## src/rtl/uart_prog_loader.sv

```systemverilog
// UART program loader: parses SYNC/ADDR/LEN/DATA/CSUM frames, writes the
// payload to program memory, and replies with an ACK or NAK byte.
module uart_prog_loader #(
    parameter logic [7:0]  SYNC_BYTE      = 8'hA5,
    parameter logic [7:0]  ACK_BYTE       = 8'h06,
    parameter logic [7:0]  NAK_BYTE       = 8'h15,
    parameter int unsigned TIMEOUT_CYCLES = 100000
) (
    input  logic       clk,
    input  logic       rst,
    input  logic [7:0] rx_data,
    input  logic       rx_ready,
    output logic [7:0] tx_data,
    output logic       tx_start,
    input  logic       tx_busy,
    output logic       mem_we,
    output logic [7:0] mem_addr,
    output logic [7:0] mem_wdata,
    output logic       cpu_hold,
    output logic       done,
    output logic       error
);

    localparam int unsigned TW      = $clog2(TIMEOUT_CYCLES + 1);
    localparam logic [TW-1:0] T_LIMIT = TW'(TIMEOUT_CYCLES);

    typedef enum logic [2:0] {
        S_IDLE,
        S_ADDR,
        S_LEN,
        S_DATA,
        S_CSUM,
        S_RESP,
        S_TXWAIT_HI,
        S_TXWAIT_LO
    } state_t;

    state_t        state, state_n;
    logic [7:0]    base, base_n;
    logic [7:0]    sum, sum_n;
    logic [8:0]    remaining, remaining_n;
    logic [7:0]    index, index_n;
    logic [TW-1:0] tcnt, tcnt_n;
    logic          ack_sent, ack_sent_n;

    logic [7:0]    tx_data_n;
    logic          tx_start_n;
    logic          mem_we_n;
    logic [7:0]    mem_addr_n;
    logic [7:0]    mem_wdata_n;
    logic          cpu_hold_n;
    logic          done_n;
    logic          error_n;
    logic          timed;

    // State, frame context and registered outputs.
    always_ff @(posedge clk or posedge rst) begin
        if (rst) begin
            state     <= S_IDLE;
            base      <= 8'h00;
            sum       <= 8'h00;
            remaining <= 9'd0;
            index     <= 8'h00;
            tcnt      <= '0;
            ack_sent  <= 1'b0;
            tx_data   <= 8'h00;
            tx_start  <= 1'b0;
            mem_we    <= 1'b0;
            mem_addr  <= 8'h00;
            mem_wdata <= 8'h00;
            cpu_hold  <= 1'b0;
            done      <= 1'b0;
            error     <= 1'b0;
        end else begin
            state     <= state_n;
            base      <= base_n;
            sum       <= sum_n;
            remaining <= remaining_n;
            index     <= index_n;
            tcnt      <= tcnt_n;
            ack_sent  <= ack_sent_n;
            tx_data   <= tx_data_n;
            tx_start  <= tx_start_n;
            mem_we    <= mem_we_n;
            mem_addr  <= mem_addr_n;
            mem_wdata <= mem_wdata_n;
            cpu_hold  <= cpu_hold_n;
            done      <= done_n;
            error     <= error_n;
        end
    end

    // Next-state, frame bookkeeping and next output values.
    always_comb begin
        state_n     = state;
        base_n      = base;
        sum_n       = sum;
        remaining_n = remaining;
        index_n     = index;
        tcnt_n      = '0;
        ack_sent_n  = ack_sent;
        tx_data_n   = tx_data;
        tx_start_n  = 1'b0;
        mem_we_n    = 1'b0;
        mem_addr_n  = mem_addr;
        mem_wdata_n = mem_wdata;
        cpu_hold_n  = cpu_hold;
        done_n      = 1'b0;
        error_n     = 1'b0;

        // Inter-byte timer only runs while a frame is being received.
        timed = (state == S_ADDR) || (state == S_LEN) ||
                (state == S_DATA) || (state == S_CSUM);
        if (timed && !rx_ready) begin
            tcnt_n = tcnt + TW'(1);
        end

        case (state)
            S_IDLE: begin
                if (rx_ready && (rx_data == SYNC_BYTE)) begin
                    state_n    = S_ADDR;
                    cpu_hold_n = 1'b1;
                end
            end
            S_ADDR: begin
                if (rx_ready) begin
                    base_n  = rx_data;
                    sum_n   = rx_data;
                    state_n = S_LEN;
                end
            end
            S_LEN: begin
                if (rx_ready) begin
                    remaining_n = (rx_data == 8'h00) ? 9'd256 : {1'b0, rx_data};
                    sum_n       = sum + rx_data;
                    index_n     = 8'h00;
                    state_n     = S_DATA;
                end
            end
            S_DATA: begin
                if (rx_ready) begin
                    mem_we_n    = 1'b1;
                    mem_addr_n  = base + index;
                    mem_wdata_n = rx_data;
                    sum_n       = sum + rx_data;
                    index_n     = index + 8'd1;
                    remaining_n = remaining - 9'd1;
                    if (remaining == 9'd1) begin
                        state_n = S_CSUM;
                    end
                end
            end
            S_CSUM: begin
                if (rx_ready) begin
                    if (rx_data == sum) begin
                        tx_data_n  = ACK_BYTE;
                        ack_sent_n = 1'b1;
                    end else begin
                        tx_data_n  = NAK_BYTE;
                        ack_sent_n = 1'b0;
                        error_n    = 1'b1;
                    end
                    state_n = S_RESP;
                end
            end
            S_RESP: begin
                if (!tx_busy) begin
                    tx_start_n = 1'b1;
                    state_n    = S_TXWAIT_HI;
                end
            end
            S_TXWAIT_HI: begin
                if (tx_busy) begin
                    state_n = S_TXWAIT_LO;
                end
            end
            S_TXWAIT_LO: begin
                if (!tx_busy) begin
                    state_n    = S_IDLE;
                    cpu_hold_n = 1'b0;
                    done_n     = ack_sent;
                end
            end
            default: begin
                state_n = S_IDLE;
            end
        endcase

        // Host went quiet mid-frame: abandon it without a response byte.
        if (timed && !rx_ready && (tcnt_n == T_LIMIT)) begin
            state_n     = S_IDLE;
            cpu_hold_n  = 1'b0;
            error_n     = 1'b1;
            tcnt_n      = '0;
            mem_we_n    = 1'b0;
        end
    end

endmodule

```

## config.mk

```make
export PLATFORM = sky130hd
export DESIGN_NAME = uart_prog_loader
export DESIGN_NICKNAME = d
export VERILOG_FILES = /design/src/rtl/uart_prog_loader.sv
export SDC_FILE = /design/constraint.sdc
export NUM_CORES = 1
export LEC_CHECK = 0
export CAP_MARGIN = 40
export CORE_ASPECT_RATIO = 0.9
export CORE_MARGIN = 5
export CORE_UTILIZATION = 30
export CTS_BUF_LIST = sky130_fd_sc_hd__clkbuf_4 sky130_fd_sc_hd__clkbuf_8
export DETAILED_ROUTE_END_ITERATION = 10
export SYNTH_ARGS = -nofsm -noshare
export SYNTH_HDL_FRONTEND = slang
export SYNTH_SLANG_ARGS = --single-unit
export TNS_END_PERCENT = 1
```

## constraint.sdc

```tcl
create_clock -name clk -period 3.49 [get_ports clk]
set_input_delay 0.5235 -clock clk [delete_from_list [all_inputs] [get_ports clk]]
set_output_delay 0.5235 -clock clk [all_outputs]
set_load 0.02 [all_outputs]
```

### Word level (Yosys, flattened, before mapping)

Index checks and enable logic that the tools add are counted.

| storage, ports and cells | value |
|---|---|
| bits in registers | 83 |
| input port bits | 12 |
| output and inout bits | 29 |

| operators by class | value |
|---|---|
| add/sub/neg operators | 5 |
| eq/ne operators | 24 |
| muxes and demuxes | 40 |
| reductions and logical operators | 20 |

Operators by type and width:

| operator | count |
|---|---|
| $mux W17 | 2 |
| $mux W8 | 4 |
| $pmux W8 S2 | 2 |
| $mux W3 | 10 |
| $mux W9 | 3 |
| $pmux W3 S8 | 1 |
| $pmux W9 S2 | 1 |
| $add A17 B1 Y17 const B | 1 |
| $eq A17 B17 Y1 const B | 1 |
| $add A8 B8 Y8 | 2 |
| $mux W1 | 15 |
| $eq A3 B3 Y1 const B | 4 |
| $ne A3 B2 Y1 const B | 4 |
| $ne A3 B3 Y1 const B | 4 |
| $eq A9 B1 Y1 const B | 1 |
| $reduce_and A3 Y1 | 3 |
| $reduce_and A9 Y1 | 1 |
| $sub A9 B1 Y9 const B | 1 |
| $add A8 B1 Y8 const B | 1 |
| $eq A8 B8 Y1 | 1 |
| $eq A8 B8 Y1 const B | 1 |
| $logic_not A8 Y1 | 1 |
| $eq A3 B2 Y1 const B | 2 |
| $ne A2 B2 Y1 const B | 3 |
| 13 further kinds | 20 |

### Logic depth before layout (Yosys ltp)

Gate-level depths: netlist of the first run.

| depth | value |
|---|---|
| depth after elaboration | 10 |
| depth in mapped cells | 9 |
| mapped depth without buffers | 9 |

### Worst setup path before layout of the first run

No wires, ideal clock.

| timing | value |
|---|---|
| kind | register to register |
| start point | reg tcnt[0] |
| end point | reg tcnt[5] |
| arrival time | 2009 ps |
| required time | 3369 ps |
| path slack | 1361 ps |
| cell stages (with the launch flop) | 9 |
| cell sequence | dfrtp_1 ha_1 nand2_1 nor2_1 and2_1 or3b_2 a2111oi_4 buf_6 nor3b_2 |

| between the ends | value |
|---|---|
| cells in the longest elaborated chain, start to end | 5 |

RTL lines:

| element | RTL line | RTL |
|---|---|---|
| start, declared | 43 | `logic [TW-1:0] tcnt, tcnt_n;` |
| start signal, assigned | 80 | `tcnt <= tcnt_n;` |
| $add A17 B1 Y17 (*) | 115 | `tcnt_n = tcnt + TW'(1);` |
| $mux W17 (*) | 114 | `if (timed && !rx_ready) begin` |
| $eq A17 B17 Y1 | 190 | `if (timed && !rx_ready && (tcnt_n == T_LIMIT)) begin` |
| $logic_and A1 B1 Y1 | 190 |  |
| $mux W17 (*) | 190 |  |
| net tcnt_n[5] | 43 |  |

The timed path passes the listed nets; every way through them passes the cells marked *.
A chain may end at the register's enable or synchronous reset.

### Worst setup path after layout of the first run

| timing | value |
|---|---|
| start point | in rx_data[1] |
| end point | reg sum[7] |

| between the ends | value |
|---|---|
| cells in the longest elaborated chain, start to end | 3 |

RTL lines:

| element | RTL line | RTL |
|---|---|---|
| start, declared | 11 | `input logic [7:0] rx_data,` |
| $add A8 B8 Y8 | 135, 145 |  |
| $mux W8 | 133, 141 |  |
| $pmux W8 S2 | 118 | `case (state)` |
| end signal, assigned | 77 | `sum <= sum_n;` |
| end, declared | 40 | `logic [7:0] sum, sum_n;` |

Every way passes these cells. The select of a mux whose other input is x is not followed.

==> reports/qor.csv, run 1 <==
metric;value;unit
status;finished clean;
DR pass1 iterations;4;
final setup margin;1.117;ns
# IOs;41;
clk buf depth;2;
unrepaired setup endpoints after global routing;no;
area grow syn2layout;17.50;%
die area;0.01744;mm2
root buffer cell;clkbuf_8;
Arrival @ worst endpoint;2.59;ns
core area;0.01466;mm2
FF-to-FF Start;tcnt[0];
Reg power frac;36.2;%
Synth area leader;dfrtp_1;
Worst VDD drop;0.0004467;V
leakage power;2.239;nW
CTS tree;yes;
All-Layer GR Usage;12.79;%
Yosys top cell area share;43.13;%
Mapped Area;0.004468;mm2
fillers;1485;
first-pass GRT wire length;18160;um
layout cells sized above 1;11.07;%
number of cells on the critical path;8;
post-synthesis cell count;481;
worst setup path class;in2reg;
routed wire length;10710;um
pre-CTS setup slack;0.7621;ns
critical path buffer and inverter count;1;
post-route ant nets;0;
worst path required time;3.71;ns
Die W;138.6;um
largest net degree at the start of global routing;30;
Rows;42;
minimum clock period;2.373;ns
Clock power frac;18.9;%
Internal;2.293;mW
Setup crit start kind;input port;
endpoint class of the critical path;flip-flop;
post-CTS setup buffers;0;
async set or reset register ratio after synthesis;100.0;%
vias after detailed routing;3596;
#FFs+latches synth;77;
Clock Pin Slew Worst Setup and Hold Paths;0.07;ns
PwrDens;729.3;mW/mm2
Via density;4.981;
clk_lat worst skew;0.37;ns
Tightest Hold Check Type;in2async;
post-synthesis cell type count;61;
sequential share of the synthesized area;43.13;%
# hold bufs at CTS;0;
R2R depth;8;
r2r setup slk;1.12;ns
Detail Placement HPWL;7647;um
critical path's slowest cell;clkdlybuf4s50_1;
DRC;0;
final period utilization;67.99;%
Final Max Tran Viols;0;
Setup Viol. Count Final;0;
vias in the first global route;3539;
setup TNS;0;ns
Most used DFF post-synth;dfrtp_1;
final clock skew;0.009827;ns
max-cap viol count;0;
crit path cell chain;clkdlybuf4s50_1 -> ha_1 -> a211oi_1 -> o21ai_0 -> a31oi_1 -> nand3_1 -> o21ai_0 -> a31oi_1;
worst slew pin tran;0.7279;ns
net switching power;1.535;mW
Post-synth EDFFs;0;
Gate power share;44.9;%
Commonest cells post-synth;77 x dfrtp_1, 64 x nand2_1, 43 x nor2_1, 39 x o21ai_0;
Total Power;3.829;mW
GPL Wtd Cong;0.7916;
Fin. Hold Viols;0;
Die Y;125.8;um
fmax;421.4;MHz
Clock Sinks;77;
Yosys Warn Count;0;
cell family with most CP delay;compound AO/OA/AOI/OAI gates;
drt first-iter violations;218;
worst setup path end;sum[7];
CP peak stage delay;0.55;ns
RR Endpoint;tcnt[7];
PortBufs;36;
Placed Cells;706;
Slew HR;51.26;%
# diodes;0;
Nets;551;
area of the multi-input gates;0.002335;mm2
Net Sw Frac;40.10;%
Num CTS Buffers;9;
CP Launch Point;rx_data[1];
area occupied by registers;0.001927;mm2
final core occ;35.81;%
crit path max fanout;6;
post_cts resized;0;
initial antenna violation count;0;
H-tree levels;3;
fin cells;722;
most common cell in the netlist;dfrtp_1;
largest cells by area after synthesis;dfrtp_1 43%, nand2_1 5.4%, ha_1 5.0%;
initial core utilization;30.47;%
Routed WL per cell;14.84;um
gr ovfl total;0;
syn_area_per_cell;9.289;um2
==> cell families after synthesis <==
kind of cell               synth area share [%]
AOI/OAI and AO/OA                         16.61
xor gates and xnor gates                  5.489
buffers and inverters                     4.873
muxes                                     1.764
adders and majority gates                 5.937
and+or+nand+nor                           22.12
DFF                                       43.13
other                                   0.08393
==> state kept, by name, indices dropped and copies added (netlist names), 3 cells and up <==
signal	flops
base	8
index	8
mem_addr	8
mem_wdata	8
remaining	9
state	3
sum	8
tcnt	17
tx_data	3
==> layout by cell type, fill, tap and decap left out, types with 4 or more instances in the layout <==
master           instances
inv_1                   16
ha_1                    18
and3_1                   5
mux2_2                   7
a31oi_1                 12
o21a_1                   4
nor3_2                   5
nor2_1                  43
and2_1                   5
clkdlybuf4s50_1         36
clkbuf_8                11
nand2_1                 64
buf_4                   14
o31ai_1                  7
dfrtp_1                 77
a211oi_1                 5
nor2b_1                  5
nor3_1                  12
a21oi_1                 18
xnor2_1                 12
conb_1                   4
a21o_1                   6
xor2_1                  16
o21ai_0                 39
nand4_1                  5
nand3_1                 10
==> routing by layer <==
metal	up-vias	global-route usage (%)	wire length, um
li1	1757	-	-
met1	1751	18.25	5473
met2	74	18.54	4510
met3	14	4.018	563
met4	0	4.028	167
met5	-	0	0
==> worst min path at each step <==
stage	startpoint	to	slack (ns)
after floorplan	sum[2]	sum[2]	0.45
after global placement	tx_data[2]	tx_data[2]	0.45
after detailed placement	tx_data[2]	tx_data[2]	0.46
after CTS	rst	state[0]	0.48
after global routing	tx_data[2]	tx_data[2]	0.51
final	rst	tcnt[12]	0.48
==> metrics by stage <==
step                      cell area, um2  hold WS (ns)
after detailed placement            5040        0.4552
after global routing                5250        0.5061
after CTS                           5250        0.4767
after global placement              5040        0.4511
after floorplan                     4479        0.4538
final                               5250        0.4751
==> power groups by stage <==
stage	Combinational [mW]	Clock [mW]	Sequential [mW]
2_1_floorplan	1.14	0	1.45
3_3_place_gp	1.69	0	1.38
3_5_place_dp	1.72	0	1.39
4_1_cts	1.73	0.752	1.39
5_1_grt	1.95	0.785	1.42
6_report	1.72	0.722	1.39
==> layout make-up <==
cell class                 count  area share (%)
multi-input combinational    364           44.47
clock buffer                  13           3.170
sequential                    77           36.70
timing repair buffer          50           8.866
clock inverter                 3          0.8341
tap                          198           4.719
inverter                      17           1.239
Note: power is estimated with default switching activity, not from simulation.
==> inputs of run 2 (changes only) <==
==> constraint.sdc (replaced) <==
create_clock -name clk -period 2.19 [get_ports clk]
set_input_delay 0.3285 -clock clk [delete_from_list [all_inputs] [get_ports clk]]
set_output_delay 0.3285 -clock clk [all_outputs]
set_load 0.02 [all_outputs]
==> reports/qor.csv, run 2 (synthesis results as in run 1) <==
metric;value;unit
Die Y;125.8;um
Worst VDD drop;0.0006825;V
r2r setup slk;0.005;ns
leakage power;2.459;nW
unrepaired setup endpoints after global routing;yes;
fin cells;762;
Die W;138.6;um
final instance area;0.005638;mm2
CP peak stage delay;0.47;ns
root buffer cell;clkbuf_8;
final clock skew;0.01416;ns
worst path required time;2.44;ns
final period utilization;99.76;%
CTS tree;yes;
Fin. Hold Viols;0;
pre-CTS setup slack;-0.1511;ns
H-tree levels;3;
vias after detailed routing;3791;
initial core utilization;30.47;%
worst setup path end;state[0];
# hold bufs at CTS;0;
endpoint class of the critical path;flip-flop;
final setup margin;0.005318;ns
vias in the first global route;3779;
cell family with most CP delay;simple AND/OR/NAND/NOR gates;
Arrival @ worst endpoint;2.44;ns
status;finished clean;
fillers;1454;
crit path cell chain;ha_4 -> nand2_1 -> nor2_1 -> and2_1 -> or3b_2 -> a2111oi_4 -> buf_4 -> clkbuf_16 -> nor2_2;
Setup Viol. Count Final;0;
critical path buffer and inverter count;2;
RR Endpoint;state[0];
most frequent cells in the layout;74 x dfrtp_1, 64 x nand2_1, 49 x buf_4;
Placed Cells;740;
Detail Placement HPWL;8114;um
leading cell type in the layout, fill and taps excluded;dfrtp_1;
CP Launch Point;tcnt[0];
Routed WL per cell;14.97;um
DRC;0;
worst slew pin tran;0.5282;ns
crit path max fanout;5;
Setup crit start kind;flip-flop;
top flop regs;tcnt (17), remaining (9);
Post-DP Area;0.005335;mm2
Slew HR;64.75;%
setup TNS;0;ns
clk buf depth;2;
# IOs;41;
Via density;4.975;
GPL Wtd Cong;0.8738;
Tightest Hold Check Type;in2async;
# diodes;0;
drt first-iter violations;279;
area grow syn2layout;26.18;%
Biggest register;tcnt;
PortBufs;36;
die area;0.01744;mm2
post-route ant nets;0;
All-Layer GR Usage;13.12;%
critical path's slowest cell;or3b_2;
clk_lat worst skew;0.37;ns
FF-to-FF Start;tcnt[0];
R2R depth;9;
Nets;591;
gr ovfl total;0;
max reg flops;17;
Final Max Tran Viols;0;
fmax;457.7;MHz
largest net degree at the start of global routing;35;
initial antenna violation count;0;
first-pass GRT wire length;18750;um
number of cells on the critical path;9;
routed wire length;11410;um
Rows;42;
core area;0.01466;mm2
worst setup path class;reg2reg;
max-cap viol count;0;
layout cells sized above 1;18.79;%
minimum clock period;2.185;ns
Num CTS Buffers;9;
Clock Sinks;77;
Clock Pin Slew Worst Setup and Hold Paths;0.08;ns
DR pass1 iterations;6;
PwrDens;1097;mW/mm2
run 2: cell count changes in the layout (fill, tap and decap cells not counted), sizes merged:
cell	change
inv	+1
nand4	+1
clkinv	-2
bufinv	-1
clkinvlp	+3
buf	+38
run 2: stage by stage:
stage	power [mW]	util (%)	hold WS (ns)
floorplan	4.120	-	0.3999
global placement	5.093	36.39	0.4602
detailed placement	5.145	36.39	0.4610
CTS	6.207	37.61	0.3396
global route	6.737	38.45	0.3894
finish	6.182	38.45	0.3405
run 2: power by group:
group          total [mW]  internal [mW]  switching [mW]
sequential           2.19           1.87           0.323
combinational        2.98           1.34            1.65
clock                1.01          0.456           0.555
total                6.18           3.66            2.52
run 2: per-layer routing:
metal | global-route usage, % | up-vias | routed length, um
met5 | 0 | - | 0
li1 | - | 1846 | -
met1 | 17.63 | 1824 | 5453
met3 | 4.966 | 16 | 713
met2 | 19.72 | 105 | 5057
met4 | 4.028 | 0 | 183
run 2: what timing repair did:
action / in CTS / in global routing
endpoints found under the setup margin: 0 / 12
hold endpoints to repair: 0 / 0
buffers inserted: 0 / 4
gates resized for setup: 0 / 15
run 2: worst register-to-register path: cells and delay by family, from the launching register on:
| kind | cells | cell delay, ns |
|---|---|---|
| AND/OR/NAND/NOR | 5 | 0.82 |
| AO/OA/AOI/OAI | 1 | 0.30 |
| adder cells (fa/ha/maj) | 1 | 0.19 |
| flip-flops | 1 | 0.42 |
| buffers and inverters | 2 | 0.35 |
run 2: cell type report:
type	instances	area, um2	area share [%]
Clock inverter	4	32.53	0.5770
Clock buffer	12	146.4	2.597
Tap cell	198	247.7	4.394
Multi-Input combinational cell	365	2400	42.57
Sequential cell	77	1931	34.24
Inverter	17	67.56	1.198
Timing Repair Buffer	89	813.3	14.43
run 2: worst min-delay path by stage:
stage | start | endpoint | slack [ns] | depth (start not counted)
after floorplan | tx_busy | done | 0.40 | 1
after global placement | mem_wdata[7] | mem_wdata[7] | 0.46 | 2
after detailed placement | mem_wdata[5] | mem_wdata[5] | 0.46 | 2
after CTS | rst | tcnt[2] | 0.34 | 2
after global routing | rst | tcnt[1] | 0.39 | 2
final | rst | tcnt[1] | 0.34 | 2
==> inputs of run 3 (changes only) <==
--- a/config.mk
+++ b/config.mk
@@ -10,6 +10,7 @@
 export CORE_MARGIN = 5
 export CORE_UTILIZATION = 30
 export CTS_BUF_LIST = sky130_fd_sc_hd__clkbuf_4 sky130_fd_sc_hd__clkbuf_8
+export CTS_CLUSTER_SIZE = 30
 export DETAILED_ROUTE_END_ITERATION = 10
 export SYNTH_ARGS = -nofsm -noshare
 export SYNTH_HDL_FRONTEND = slang
==> results of run 3 <==
The final DEF is identical to that of run 2; final timing and power are the same.
